==> config.mk <==
export PLATFORM = sky130hd
export DESIGN_NAME = ifu_fetch
export DESIGN_NICKNAME = d
export VERILOG_FILES = /design/src/rtl/ifu_fetch.sv
export SDC_FILE = /design/constraint.sdc
export NUM_CORES = 1
export LEC_CHECK = 0
export ABC_CLOCK_PERIOD_IN_PS = 5330
export BUFFER_PORTS_ARGS = -buffer_cell sky130_fd_sc_hd__buf_2
export CORE_MARGIN = 2
export CORE_UTILIZATION = 45
export CTS_CLUSTER_SIZE = 12
export DETAILED_ROUTE_END_ITERATION = 8
export PLACE_DENSITY = 0.76
export SETUP_SLACK_MARGIN = 0.5
export SLEW_MARGIN = 5
export SYNTH_ARGS = -nofsm -noshare
export SYNTH_HDL_FRONTEND = slang
export SYNTH_SLANG_ARGS = --single-unit
==> constraint.sdc <==
create_clock -name clk -period 5.33 [get_ports clk]
set_input_delay 0.2665 -clock clk [delete_from_list [all_inputs] [get_ports clk]]
set_output_delay 0.2665 -clock clk [all_outputs]
set_load 0.1 [all_outputs]
==> src/rtl/ifu_fetch.sv <==
// Non-pipelined instruction fetch: owns the PC, keeps at most one imem request in flight and
// presents pc/inst to decode. Define IFU_MISALIGN_TRAP_EN to trap misaligned redirects.
module ifu_fetch #(
  parameter int unsigned          ADDR_W   = 32,
  parameter logic [ADDR_W-1:0]    RESET_PC = '0
) (
  input  logic              clk,
  input  logic              rst,
  input  logic              jCe,
  input  logic [ADDR_W-1:0] jAddr,
  input  logic              id_ready,
  output logic              imem_req_valid,
  input  logic              imem_req_ready,
  output logic [ADDR_W-1:0] imem_addr,
  input  logic              imem_rsp_valid,
  input  logic [31:0]       imem_rsp_data,
  output logic [ADDR_W-1:0] pc,
  output logic [31:0]       inst,
  output logic              inst_valid,
  output logic              fetch_err
);

`ifdef IFU_MISALIGN_TRAP_EN
  typedef enum logic [2:0] {StIdle, StReq, StWait, StHold, StDrop, StHalt} state_e;
`else
  typedef enum logic [2:0] {StIdle, StReq, StWait, StHold, StDrop} state_e;
`endif

  state_e            state_q, state_d;
  logic [ADDR_W-1:0] fetch_pc_q, fetch_pc_d;
  logic [ADDR_W-1:0] pc_q, pc_d;
  logic [31:0]       inst_q, inst_d;
  logic [ADDR_W-1:0] jump_pc;
  state_e            resume_st;

`ifdef IFU_MISALIGN_TRAP_EN
  logic fetch_err_q, fetch_err_d;
  logic misalign;

  assign misalign  = jCe & (jAddr[1:0] != 2'b00);
  assign jump_pc   = jAddr;
  // Once a trap is flagged, the next point where no request is in flight parks in HALT.
  assign resume_st = (misalign || fetch_err_q) ? StHalt : StReq;
  assign fetch_err = fetch_err_q;
`else
  assign jump_pc   = jAddr & ~ADDR_W'(3);
  assign resume_st = StReq;
  assign fetch_err = 1'b0;
`endif

  always_ff @(posedge clk or negedge rst) begin
    if (!rst) begin
      state_q <= StIdle;
    end else begin
      state_q <= state_d;
    end
  end

  always_ff @(posedge clk or negedge rst) begin
    if (!rst) begin
      fetch_pc_q  <= RESET_PC;
      pc_q        <= RESET_PC;
      inst_q      <= '0;
`ifdef IFU_MISALIGN_TRAP_EN
      fetch_err_q <= 1'b0;
`endif
    end else begin
      fetch_pc_q  <= fetch_pc_d;
      pc_q        <= pc_d;
      inst_q      <= inst_d;
`ifdef IFU_MISALIGN_TRAP_EN
      fetch_err_q <= fetch_err_d;
`endif
    end
  end

  always_comb begin
    state_d    = state_q;
    fetch_pc_d = fetch_pc_q;
    pc_d       = pc_q;
    inst_d     = inst_q;
`ifdef IFU_MISALIGN_TRAP_EN
    fetch_err_d = fetch_err_q | (misalign && (state_q != StHalt));
`endif
    unique case (state_q)
      StIdle: begin
        if (jCe) fetch_pc_d = jump_pc;
        state_d = resume_st;
      end
      StReq: begin
        if (jCe) begin
          fetch_pc_d = jump_pc;
          state_d    = imem_req_ready ? StDrop : resume_st;
        end else if (imem_req_ready) begin
          state_d = StWait;
        end
      end
      StWait: begin
        if (jCe) begin
          fetch_pc_d = jump_pc;
          state_d    = imem_rsp_valid ? resume_st : StDrop;
        end else if (imem_rsp_valid) begin
          inst_d  = imem_rsp_data;
          pc_d    = fetch_pc_q;
          state_d = StHold;
        end
      end
      StHold: begin
        // A redirect consumes the held instruction: it is the jump itself.
        if (jCe) begin
          fetch_pc_d = jump_pc;
          state_d    = resume_st;
        end else if (id_ready) begin
          fetch_pc_d = fetch_pc_q + ADDR_W'(4);
          state_d    = StReq;
        end
      end
      StDrop: begin
        if (jCe) fetch_pc_d = jump_pc;
        if (imem_rsp_valid) state_d = resume_st;
      end
`ifdef IFU_MISALIGN_TRAP_EN
      StHalt: state_d = StHalt;
`endif
      default: state_d = StIdle;
    endcase
  end

  always_comb begin
    imem_req_valid = (state_q == StReq);
    inst_valid     = (state_q == StHold);
  end

  assign imem_addr = fetch_pc_q;
  assign pc        = pc_q;
  assign inst      = inst_q;

endmodule

==> results.cfg, run 1 <==
[sta]
hold_viol = 0
slew_headroom_pct = 36.4
post-route-period-util_pct = 44.2
fmax_ghz = 0.425
worst_slew_pin_slew_ns = 0.945
finClkSkew_ns = 0.0125
setup_tns_ns = 0
period_minus_slack_ns = 2.36
setup_violations = 0
rsz0062_at_grt = no
slew_viol_final = 0

[drt]
antenna_left = 0
dr.pass1.iters = 5
wirelength_mm = 11.3
drcViolationCount = 0
wl_per_cell_um = 16.5
drtIter0Drc = 246
vias_per_cell = 5.52
via_count = 3779

[critical_path]
r2r-end = imem_addr[28]
r2r-start = imem_addr[2]
start_kind = flip-flop
critPathKind = flip-flop to flip-flop
crit_fanout = 6
path_cells = ha_1, nand4_1, or4_4, nor4b_1, a211oi_1, a211o_1
cp_top_family = simple AND/OR/NAND/NOR gates
path_buf_inv = 0
critPathMaxStageDelay_ns = 0.51
r2r_cells = 6
endpoint_kind = flip-flop
critPathSlowestCell = or4_4
cp.required_ns = 5.58
worst_ep_arrival_time_ns = 2.61
reg2reg_slack_ns = 2.97

[placed_design]
gp_congestion = 0.840
numPortBuffers = 161
dp_hpwl_mm = 8.14

[clock_tree]
cts_resized = 0
ctsHoldBuffers = 1
h-tree-depth = 3
clock_path_buffers = 2
numClockSinks = 95
clkSlewWorstSetupHoldPaths_ns = 0.09
cts_buffers = 9
clk_latency_ns = 0.36
cts_setup_buffers = 0
root_buffer = clkbuf_8
cts_tree = yes

[synthesis]
yosys-top-cells-area = dfrtp_1, mux2_2, nand2_1
ys_seq_area_share_pct = 53.0
synth_top_area_cell = dfrtp_1
netlist_instances = 398
synth-main-ff-cell = dfrtp_1
async_reset_ff_share_pct = 100
synthesis.area_mm2 = 0.00448
yosys_warnings = 0
synth_cell_types = 59
syn_area_per_cell_um2 = 11.3
ys_seq_elements = 95
synth_edf_count = 0
synth_top_area_share_pct = 53.0

[worst_hold_path]
hold_end = imem_addr[15]
min_path_type = primary input to flip-flop
hp-start = jAddr[15]
hold_depth = 2

[global_routing]
grt_max_degree = 67
grt_antenna_before_repair = 1
grt_first_pass_wirelength_mm = 18.4
gr-total-overflow = 0
grt_usage_pct = 21.1
grt_pass1_vias = 3673

[floorplanning]
io_pins = 169
start_util_pct = 46.1
die_h_um = 104
rows = 36
die-area_mm2 = 0.0108
die-width_um = 104
fp.coreArea_mm2 = 0.00973

[layout]
final_nets = 619
area_growth_pct = 23.1
final.fill_count = 856
seqCellArea_mm2 = 0.00238
antennaDiodeCount = 0
multiInputGateArea_mm2 = 0.00194
drive_above_1_share_pct = 44.7

[outcome]
outcome = complete, no violations

[run]
maxCapViolCount = 0
==> cell usage after synthesis (all sizes together) (6+ instances only) <==
cell,number
dfrtp,95
a22oi,6
mux2,58
buf,12
or4,7
a21oi,22
nand3,20
nor2,20
clkbuf,17
nand4,9
nand2,32
o21ai,21
==> final cells by class <==
type	count	share of cell area [%]
inverters	4	0.272
repair buffers	165	15.2
clock buffers	12	2.45
well taps	133	3.02
multi-input cells	273	35.1
clock inverters	3	0.816
flip-flops and latches	95	43.1
==> worst max-delay path by stage <==
| stage | start | to | slack [ns] | cells past startpoint |
|---|---|---|---|---|
| after floorplan | state_q[1] | imem_req_valid | 2.34 | 2 |
| final | imem_addr[2] | imem_addr[28] | 2.97 | 6 |
| after global placement | imem_addr[2] | imem_addr[28] | 3.00 | 6 |
| after global routing | imem_addr[2] | imem_addr[22] | 2.78 | 6 |
| after CTS | imem_addr[2] | imem_addr[28] | 2.97 | 6 |
| after detailed placement | imem_addr[2] | imem_addr[28] | 2.99 | 6 |
==> logic make-up (layout without fill, tap and decap cells) <==
group	after synthesis	in the layout	share of synthesized area (%)
adders and majority gates	1	1	0.279
other	1	5	0.0836
DFF	95	95	53.0
buffers and inverters	34	184	4.44
AOI/OAI and AO/OA	90	90	13.3
and+or+nand+nor	117	117	13.8
muxes	60	60	15.0
==> metal layers <==
metal  wire, um  part of all wire [%]  track usage [%]
met1       4930                    43             27.6
met4        163                   1.4             6.47
met2       5320                    47             34.3
met3        904                   8.0             5.73
met5         13                  0.11                0
==> layout by cell type, fill, tap and decap left out, types with 4 or more instances in the layout <==
master / Yosys / routed
buf_2: 5 / 160
dfrtp_1: 95 / 95
mux2_2: 58 / 58
nand2_1: 32 / 32
a21oi_1: 22 / 21
nor2_1: 20 / 20
o21ai_0: 20 / 20
nand3_1: 19 / 18
nand4_1: 9 / 9
clkbuf_8: 3 / 9
a22oi_1: 6 / 6
or4_1: 5 / 5
a31oi_1: 5 / 5
conb_1: 1 / 5
inv_1: 4 / 4
o311ai_0: 4 / 4
o211ai_1: 4 / 4
buf_4: 5 / 4
==> per-stage QoR <==
stage	instance area (um2)	worst slack (ns)	instances	hold slack [ns]	util, %
6_report	5520	2.97	685	0.117	56.7
5_1_grt	5520	2.78	685	0.115	56.7
4_1_cts	5520	2.97	685	0.108	56.7
3_5_place_dp	5330	2.99	669	0.244	54.8
3_3_place_gp	5330	3.00	669	0.239	54.8
2_1_floorplan	4500	2.34	402	-0.0291	-
==> registers in the layout, summed over array words and instances (netlist names) <==
name       flops
pc            30
inst          32
state_q        3
imem_addr     30
Power of run 1 is left out: the tool's default activity adds up to more than one toggle a clock period on the data nets, which glitch-free logic cannot reach.
==> run 2, diff against run 1 <==
Settings changed: ABC_CLOCK_PERIOD_IN_PS 5330 to 1920, PLACE_DENSITY 0.76 to 0.79.
Clock period 5.33 ns to 1.92 ns, I/O delays scaled along.
==> run 2 against run 1 <==
Die area did not move. Worst setup slack got worse by 3.1 ns. The flow now finishes with violations (negative hold slack, negative setup slack). Hold slack got worse by 0.12 ns. Via count rose by 27%. Critical path type unchanged. Critical path depth rose by 1. Core utilization rose by 27 points.
==> results.cfg, run 2 (synthesis results as in run 1) <==
[global_routing]
grt_max_degree = 49
gr-total-overflow = 0
grt_usage_pct = 30.4
grt_first_pass_wirelength_mm = 26.0
grt_antenna_before_repair = 0
grt_pass1_vias = 4807

[critical_path]
cp.required_ns = 2.19
critPathKind = flip-flop to flip-flop
start_kind = flip-flop
startpoint = imem_addr[2]
r2r-start = imem_addr[2]
crit_fanout = 3
worst_ep_arrival_time_ns = 2.37
endpoint_kind = flip-flop

[placed_design]
numPortBuffers = 161
gp_congestion = 0.852
dpl_worst_slack_ns = -0.144
dpl_cell_area_mm2 = 0.00598
place_inst = 710
dp_hpwl_mm = 9.23

[drt]
wirelength_mm = 17.8
drcViolationCount = 0
via_count = 4797
dr.pass1.iters = 6
vias_per_cell = 5.75
drtIter0Drc = 432
antenna_left = 0
wl_per_cell_um = 21.4

[clock_tree]
cts_tree = yes
clk_latency_ns = 0.38
numClockSinks = 95
clock_path_buffers = 2
root_buffer = clkbuf_8
h-tree-depth = 3
clkSlewWorstSetupHoldPaths_ns = 0.10
cts_buffers = 9

[sta]
fmax_ghz = 0.477
post-route-period-util_pct = 109
hold_viol = 1
period_minus_slack_ns = 2.09
worst_slew_pin_slew_ns = 0.517
slew_viol_final = 0
worst_hold_slack_ns = -0.00167
rsz0062_at_grt = yes
finClkSkew_ns = 0.0155
fin_ws_ns = -0.175
slew_headroom_pct = 65.8
setup_violations = 8

[floorplanning]
io_pins = 169
die_h_um = 104
rows = 36
start_util_pct = 46.1
fp.coreArea_mm2 = 0.00973
die-area_mm2 = 0.0108
die-width_um = 104

[layout]
final_core_util_pct = 83.6
antennaDiodeCount = 0
area_growth_pct = 81.3
final_cells = 834
final.fill_count = 484
layout_common_cells = buf_2, dfrtp_1, buf_4
final_nets = 767
fin_area_mm2 = 0.00813
final_common_cell = buf_2
largest_register_ffs = 32
drive_above_1_share_pct = 64.5

[worst_hold_path]
min_path_type = primary input to flip-flop
hp-start = jAddr[19]

[run]
maxCapViolCount = 0

[outcome]
violations = negative hold slack, negative setup slack
outcome = complete, but fails checks
==> run 2: worst paths after layout <==
| path | slack (ns) | cells past startpoint | end |
|---|---|---|---|
| min | -0.002 | 3 | imem_addr[19] |
| max | -0.17 | 7 | imem_addr[28] |
| max in group asynchronous | 1.09 | 3 | imem_addr[3] |
| max reg2reg | -0.17 | 7 | imem_addr[28] |
| min reg2reg | 0.49 | 2 | pc[29] |
| min in group asynchronous | 0.20 | 2 | pc[16] |
==> run 2: timing repair <==
action / in CTS / in global routing
buffers inserted: 27 / 25
hold endpoints to repair: 73 / 0
gates resized for setup: 143 / 66
setup endpoints to repair: 103 / 99
gates cloned: 9 / 3
pin swaps: 37 / 28
hold buffers: 44 / 0
==> run 2: worst max-delay path: stages, from the launching register on <==
cell and delay, ns:
dfrtp_4 0.44, ha_4 0.14, nand4_1 0.15, or4_4 0.50, buf_4 0.17, nor4b_4 0.25
a211oi_2 0.11, a211o_1 0.24
==> run 2: layout make-up <==
cell class / count / area, um2 / area share (%)
Timing Repair Buffer: 312 / 2650 / 32.6
Clock buffer: 10 / 128 / 1.57
Multi-Input combinational cell: 274 / 2670 / 32.9
Inverter: 4 / 15.0 / 0.185
Tap cell: 133 / 166 / 2.05
Clock inverter: 6 / 45.0 / 0.554
Sequential cell: 95 / 2450 / 30.2
==> run 2: layer usage <==
layer	share of wire, %	vias to the layer above	GRT usage (%)
li1	-	2073	-
met1	39	2340	39.5
met2	49	308	51.8
met3	7.4	76	4.97
met4	3.8	0	10.1
met5	0	-	0
==> run 2: per-stage QoR <==
stage	hold WS (ns)	TNS, ns
2_1_floorplan	-0.200	-1.13
5_1_grt	0.00228	-1.41
4_1_cts	0.00451	-0.238
3_5_place_dp	0.0737	-0.271
6_report	-0.00167	-0.687
3_3_place_gp	0.0652	-0.205
Power of run 2 is left out for the same reason.
